File: src/rtl/aes_core_arbiter.sv
// aes_core_arbiter: round-robin front end that lets several requesters share
// one aes256_enc core. It captures the winner's operands, runs the core's
// start/ready handshake under a timeout, and returns the ciphertext to the
// owner over a valid/ready response.
module aes_core_arbiter #(
  parameter int NUM_REQ = 2,
  parameter int TIMEOUT = 1024,
  parameter int TW      = 11
) (
  input  logic                   clk,
  input  logic                   rst,
  input  logic [NUM_REQ-1:0]     req,
  input  logic [NUM_REQ*256-1:0] req_key,
  input  logic [NUM_REQ*128-1:0] req_text,
  output logic [NUM_REQ-1:0]     grant,
  output logic [NUM_REQ-1:0]     resp_valid,
  input  logic [NUM_REQ-1:0]     resp_ready,
  output logic [127:0]           resp_data,
  output logic                   resp_err,
  output logic                   core_start,
  output logic [255:0]           core_key,
  output logic [127:0]           core_text,
  input  logic [127:0]           core_data_out,
  input  logic                   core_ready,
  output logic                   busy
);

  localparam int PW = (NUM_REQ > 2) ? 2 : 1;

  typedef enum logic [2:0] {
    IDLE  = 3'd0,
    LOAD  = 3'd1,
    START = 3'd2,
    BUSY  = 3'd3,
    DONE  = 3'd4
  } state_t;

  state_t          state;
  logic [PW-1:0]   owner;
  logic [PW-1:0]   last_owner;
  logic [TW-1:0]   timer;
  logic [PW-1:0]   pick;
  logic [PW-1:0]   cand;
  logic            pick_valid;
  logic [255:0]    key_arr  [NUM_REQ];
  logic [127:0]    text_arr [NUM_REQ];

  // Split the flat operand buses into per-requester slots.
  for (genvar g = 0; g < NUM_REQ; g++) begin : g_ops
    assign key_arr[g]  = req_key[g*256 +: 256];
    assign text_arr[g] = req_text[g*128 +: 128];
  end

  function automatic logic [NUM_REQ-1:0] onehot(input logic [PW-1:0] idx);
    logic [NUM_REQ-1:0] v;
    v = '0;
    v[idx] = 1'b1;
    return v;
  endfunction

  // Round-robin pick: scan from farthest to nearest offset after the last
  // owner so the nearest pending requester is the one left in 'pick'.
  always_comb begin
    pick       = '0;
    pick_valid = 1'b0;
    cand       = '0;
    for (int k = NUM_REQ; k >= 1; k--) begin
      cand = PW'((int'(last_owner) + k) % NUM_REQ);
      if (req[cand]) begin
        pick       = cand;
        pick_valid = 1'b1;
      end
    end
  end

  // Job sequencer: grant, operand settle, core start, wait with timeout, respond.
  always_ff @(posedge clk) begin
    if (rst) begin
      state      <= IDLE;
      grant      <= '0;
      resp_valid <= '0;
      resp_data  <= '0;
      resp_err   <= 1'b0;
      core_start <= 1'b0;
      core_key   <= '0;
      core_text  <= '0;
      busy       <= 1'b0;
      owner      <= '0;
      last_owner <= PW'(NUM_REQ - 1);
      timer      <= '0;
    end else begin
      grant      <= '0;
      core_start <= 1'b0;
      case (state)
        IDLE: begin
          if (pick_valid) begin
            core_key  <= key_arr[pick];
            core_text <= text_arr[pick];
            owner     <= pick;
            grant     <= onehot(pick);
            busy      <= 1'b1;
            state     <= LOAD;
          end
        end
        LOAD: begin
          state <= START;
        end
        START: begin
          core_start <= 1'b1;
          timer      <= '0;
          state      <= BUSY;
        end
        BUSY: begin
          if (timer != TW'(TIMEOUT)) begin
            timer <= timer + 1'b1;
          end
          if (timer != '0 && core_ready) begin
            resp_data  <= core_data_out;
            resp_err   <= 1'b0;
            resp_valid <= onehot(owner);
            state      <= DONE;
          end else if (timer == TW'(TIMEOUT)) begin
            resp_data  <= '0;
            resp_err   <= 1'b1;
            resp_valid <= onehot(owner);
            state      <= DONE;
          end
        end
        DONE: begin
          if (resp_ready[owner]) begin
            resp_valid <= '0;
            last_owner <= owner;
            busy       <= 1'b0;
            state      <= IDLE;
          end
        end
        default: begin
          state <= IDLE;
          busy  <= 1'b0;
        end
      endcase
    end
  end

endmodule
File: config.mk
export PLATFORM = sky130hd
export DESIGN_NAME = aes_core_arbiter
export DESIGN_NICKNAME = d
export VERILOG_FILES = /design/src/rtl/aes_core_arbiter.sv
export SDC_FILE = /design/constraint.sdc
export NUM_CORES = 1
export LEC_CHECK = 0
export ABC_AREA = 1
export CAP_MARGIN = 20
export CORE_AREA = 2 2 553 555
export DETAILED_ROUTE_END_ITERATION = 12
export DIE_AREA = 0 0 555 557
export SLEW_MARGIN = 20
export SYNTH_ARGS = -nofsm -noshare
export SYNTH_HDL_FRONTEND = slang
export SYNTH_SLANG_ARGS = --single-unit
File: constraint.sdc
create_clock -name clk -period 1.8 [get_ports clk]
set_clock_uncertainty 0.1 [all_clocks]
set_input_delay 0.18 -clock clk [delete_from_list [all_inputs] [get_ports clk]]
set_output_delay 0.18 -clock clk [all_outputs]
set_load 0.01 [all_outputs]
# == Word-level counts from Yosys, hierarchy flattened ==
# Index checks and enable logic that the tools add are counted.
# totals
ff_bits,535
in_bits,903
elab_cells,92
out_inout_bits,519
# classes
order_cmp,7
add_sub_neg,3
mux,39
reduce_logical,17
n_eq_ne,10
bitwise_logic,4
# op_table
operator,count
two-way mux 256 bit,3
two-way mux 128 bit,5
case mux 11 bit (2 select lines),1
two-way mux 1 bit,17
case mux 3 bit (5 select lines),1
two-way mux 3 bit,4
adder 11 x 1 -> 11 bit (second input constant),1
== test 11 bit (second input constant),1
two-way mux 11 bit,1
inequality test 11 bit (second input constant),1
nonzero test 11 bit,1
AND reduction 3 bit,3
less-than comparator 1 x 2 -> 1 bit (second input constant),4
AND reduction 2 bit,4
== test 3 x 2 -> 1 bit (second input constant),2
two-way mux 2 bit,3
inequality test 2 bit (second input constant),3
nonzero test 2 bit,3
OR reduction 3 bit,2
case mux 2 bit (2 select lines),1
== test 3 x 1 -> 1 bit (second input constant),1
== test 3 bit (second input constant),1
logical AND 1 bit,3
logical NOT 3 bit,1
8 further kinds,13

# == Depth between registers and ports, before layout ==
# depth
ltp_word,9
ltp_mapped,12
mapped_depth_nobuf,11

# == Worst setup path before layout ==
# OpenSTA, ideal clock, no wires.
# synth_timing
kind,register -> register
startpoint,register timer[0]
endpoint,register resp_data[43]
stages_incl_launch_ff,12
setup_ns,0.070
synth_period_minus_slack_ns,1.614
arrival_time_ns,1.443
slack_ns,0.186
path_buffers,2
required_time_ns,1.630
cell_sequence,dfxtp_1 > inv_1 > ha_1 > nand2_1 > nor2_2 > nand2_1 > nand2_2 > nor2_1 > buf_2 > buf_2 > nand2_1 > a21oi_1
# synth_via
elab_chain_cells,4
elab_cells_between_ends,6
classes_between,1 x eq/ne; 1 x mux; 4 x reduce/logical
# synth_rtl
element,line,source
start: declaration,41,logic [TW-1:0] timer;
start signal: assignment,115,timer <= timer + 1'b1;
nonzero test 11 bit,117,if (timer != '0 && core_ready) begin
logical AND 1 bit,117,
nonzero test 2 bit (no line),--,
AND reduction 2 bit (no line),--,
end signal: assignment,118,resp_data <= core_data_out;
end: declaration,18,"output logic [127:0] resp_data,"
# Several ways; a longest one is shown, not always the timed one.
# A chain may end at the register's enable or synchronous reset.

# == Final worst setup path ==
# layout_timing
startpoint,register state[2]
endpoint,register core_text[108]
# layout_via
elab_chain_cells,2
# layout_rtl
element,line,source
start: declaration,38,state_t state;
start signal: assignment,79,state <= IDLE;
start signal: assignment,102,state <= LOAD;
start signal: assignment,106,state <= START;
logical NOT 3 bit,94,case (state)
AND reduction 2 bit (no line),--,
end signal: assignment,98,core_text <= text_arr[pick];
end: declaration,22,"output logic [127:0] core_text,"
# No other way between the ends.

==> impl_metrics.py <==
metrics = {
    "final_layout": {
        "layout-area-overhead-vs-synth_pct": 172.6,
        "multi_input_comb_area_sq_um": 10610,
        "layout.cell_area.non_filler_sq_um": 56520,
        "fin_nets": 6184,
        "layout_common_cells": "963 x nand2_1, 901 x clkdlybuf4s50_1, 896 x dlygate4sd3_1",
        "drive_gt1_frac": 0.1990,
        "layout.area.seq_sq_um": 10730,
        "layout.filler_cells": 33392,
        "layout.cells.most_common": "nand2_1",
    },
    "critical_path": {
        "critPathArrivalTime_ns": 2.53,
        "setup.worst_path.start_class": "register",
        "path_max_fanout": 8,
        "reg2reg_slack_ns": -0.16,
        "crit_type": "register to register",
        "reg2reg_depth": 12,
        "worst_r2r_startpoint": "state[2]$_SDFFE_PP0P_",
        "worst_r2r_endpoint": "core_text[108]$_SDFFE_PP0N_",
        "worstSetupEndpointType": "register",
        "cp_data_required_time_ns": 2.36,
    },
    "die": {
        "design.core.area_sq_um": 304000,
        "core.rowCount": 203,
        "pin_count": 1422,
        "die-width_um": 555,
        "die-area_sq_um": 309100,
        "start_util": 0.06821,
        "dieHeight_um": 557,
    },
    "outcome": {
        "outcome": "finished with violations",
        "failed_checks": "setup timing",
    },
    "placement": {
        "post_dp_cell_area_sq_um": 40300,
        "finalWeightedCongestion": 0.9471,
        "hpwl_mm": 214.1,
        "io_buffer_count": 1421,
    },
    "min_path": {
        "min_delay_worst_endpoint": "resp_data[54]$_SDFFE_PP0P_",
        "min_path_type": "primary input to register",
        "timing.hold.worst.start": "core_data_out[54]",
        "worstHoldPathCells": 3,
    },
    "sta": {
        "worst_pin_slew_ns": 0.7951,
        "finalSetupViolations": 329,
        "timing.final.crit_period_ns": 1.965,
        "worst_slack_on_hold_paths_ns": 0.1155,
        "hold_vio_cnt_final": 0,
        "final_max_slew_viol_count": 0,
        "min_period_over_period": 1.092,
        "worst_slew_margin_rel": 0.4700,
        "rsz_0062_raised_after_global_routing": "yes",
        "postLayoutSetupSlackWorst_ns": -0.1649,
        "clock.fmax_mhz": 508.9,
    },
    "clock_network": {
        "tritoncts": "done",
        "root_buffer": "clkbuf_16",
        "clk_pin_slew_ns": 0.07,
        "clockBufferDepth": 4,
        "number_of_buffers_inserted_during_clock_tree_synthesis": 76,
        "htree_num_levels": 3,
        "clock_insertion_delay_worst_skew_ns": 0.78,
        "tritoncts_num_sinks": 535,
    },
    "power": {
        "cellPowerDensity_nw_per_um2": 770.4,
        "vdd_ir_drop_max_mv": 0.5298,
        "combPwrFrac": 0.326,
        "power.switching_fraction": 0.3340,
        "total_leakage_power_nw": 22.84,
        "clockPowerShare": 0.358,
        "total_switching_power_mw": 14.55,
        "internal-power_mw": 29.00,
        "p_seq_frac": 0.316,
    },
    "logic_synthesis": {
        "synth.cell_area_sq_um": 20740,
        "yosys_register_bits": 535,
        "ys_top_cells_by_area": "dfxtp_1 52%, nand2_1 19%, nand3_1 19%",
        "ys_seq_area_frac": 0.5165,
        "synth_area_per_cell_sq_um": 7.351,
        "number_of_nets_in_the_synthesized_netlist": 3726,
        "synth_cells": 2821,
        "synth.distinct_cells": 23,
        "number_of_warnings_printed_during_yosys_synthesis": 0,
        "synth_top_area_cell": "dfxtp_1",
        "area_share_of_the_leading_cell_type_in_the_synthesized_netlist": 0.5165,
    },
    "drt": {
        "drt-vias-per-instance": 3.454,
        "first_pass_iters": 6,
        "drc": 0,
        "finalWirelength_mm": 271.4,
        "route.vias.total": 32567,
        "final_antenna_violating_net_count": 0,
        "drt-initial-drc-count": 2702,
        "wire_per_inst_um": 28.78,
    },
    "grt": {
        "grt_max_degree": 139,
        "grt_antenna_before_repair": 224,
        "first_pass_grt_wire_length_mm": 325.8,
        "vias_in_the_first_global_route": 31103,
        "grt-ovfl-total": 0,
        "grt_util_all_layers": 0.1623,
    },
    "run": {
        "cap_violations": 0,
    },
}
## cell families after synthesis
kind of cell             after synthesis  synth area share
adder cells (fa/ha/maj)                2          0.001207
AND/OR/NAND/NOR                     1888            0.3904
AO/OA/AOI/OAI                        154           0.03747
buffers and inverters                242           0.05448
flip-flops                           535            0.5165
## flip-flops by register name (all words and copies together), names as in the netlist
register / count
resp_data: 128
resp_valid: 2
core_key: 256
core_start: 1
busy: 1
core_text: 128
grant: 2
last_owner: 1
state: 3
resp_err: 1
timer: 11
owner: 1
## layout make-up
type,count,share of cell area
timing repair buffer,2593,0.4831
antenna,111,0.004914
clock inverter,21,0.004914
timing repair inverter,1,0.0001549
sequential,535,0.1898
inverter,27,0.003077
clock buffer,100,0.03792
tap,3997,0.08848
multi-input combinational,2045,0.1877
## metal layers
layer	wire length (um)	share of wire	track usage	up-vias
li1	-	-	-	14404
met1	108200	0.40	0.1905	15249
met2	113400	0.42	0.2434	2108
met3	34880	0.13	0.08674	678
met4	13970	0.051	0.06943	128
met5	861	0.0032	0	-
## synthesized netlist by cell type
cell type  instances
a21oi_1          143
buf_1             11
buf_12             1
buf_2            101
buf_4              1
buf_6             10
clkbuf_1          91
clkinv_1           1
dfxtp_1          535
ha_1               2
inv_1             22
inv_2              4
nand2_1         1067
nand2_2            2
nand3_1          790
nor2_1            23
nor2_2             2
nor3_1             3
nor3_2             1
o211ai_1           1
o21ai_0            8
o22ai_1            1
o31ai_1            1
## through the flow
step                TNS (ns)  instances  total power, mW  setup WS (ns)    util
finish                -19.50       9430            43.54        -0.1649  0.1859
global route          -49.78       9363            45.20        -0.2151  0.1854
CTS                   -66.84       9261            42.98        -0.2158  0.1759
detailed placement   -186.37       8159            23.86        -0.5632  0.1326
global placement     -173.49       8159            23.85        -0.5462  0.1326
floorplan                  0       2821            16.29         0.1862       -
## power by group through the flow
stage                     combinational (mW)  sequential, mW  clock (mW)
after floorplan                         2.00            14.3           0
after global placement                  9.95            13.9           0
after detailed placement                9.93            13.9           0
after CTS                               13.2            13.7        16.1
after global routing                    14.9            13.9        16.4
final                                   14.2            13.8        15.6
## repair_timing
| action | CTS | global route |
|---|---|---|
| gates resized for setup | 1144 | 390 |
| hold buffers | 896 | 0 |
| endpoints found under the hold margin | 529 | 0 |
| pin swaps | 27 | 118 |
| endpoints found under the setup margin | 879 | 550 |
| buffers inserted | 39 | 28 |
| cloned | 48 | 38 |
## how the worst max path moves through the flow
stage | start | to | slack [ns]
final | state[2]$_SDFFE_PP0P_ | core_text[108]$_SDFFE_PP0N_ | -0.16
after global routing | state[0]$_SDFFE_PP0P_ | core_text[108]$_SDFFE_PP0N_ | -0.22
after CTS | state[2]$_SDFFE_PP0P_ | core_key[142]$_SDFFE_PP0N_ | -0.22
after detailed placement | req[0] | core_key[227]$_SDFFE_PP0N_ | -0.56
after global placement | req[1] | core_key[220]$_SDFFE_PP0N_ | -0.55
after floorplan | timer[0]$_SDFFE_PP0P_ | resp_data[43]$_SDFFE_PP0P_ | 0.19
## worst max-delay path: stages, from the launching register on
cell and delay [ns]:
dfxtp_2 0.31, inv_2 0.07, nand2_4 0.05, nor3_4 0.14
buf_6 0.15, buf_8 0.13, clkinv_16 0.07, buf_16 0.15
buf_12 0.14, buf_16 0.15, buf_8 0.16, nand3_2 0.05
nand3_1 0.13
No activity file was read; power rests on OpenSTA's default activity.
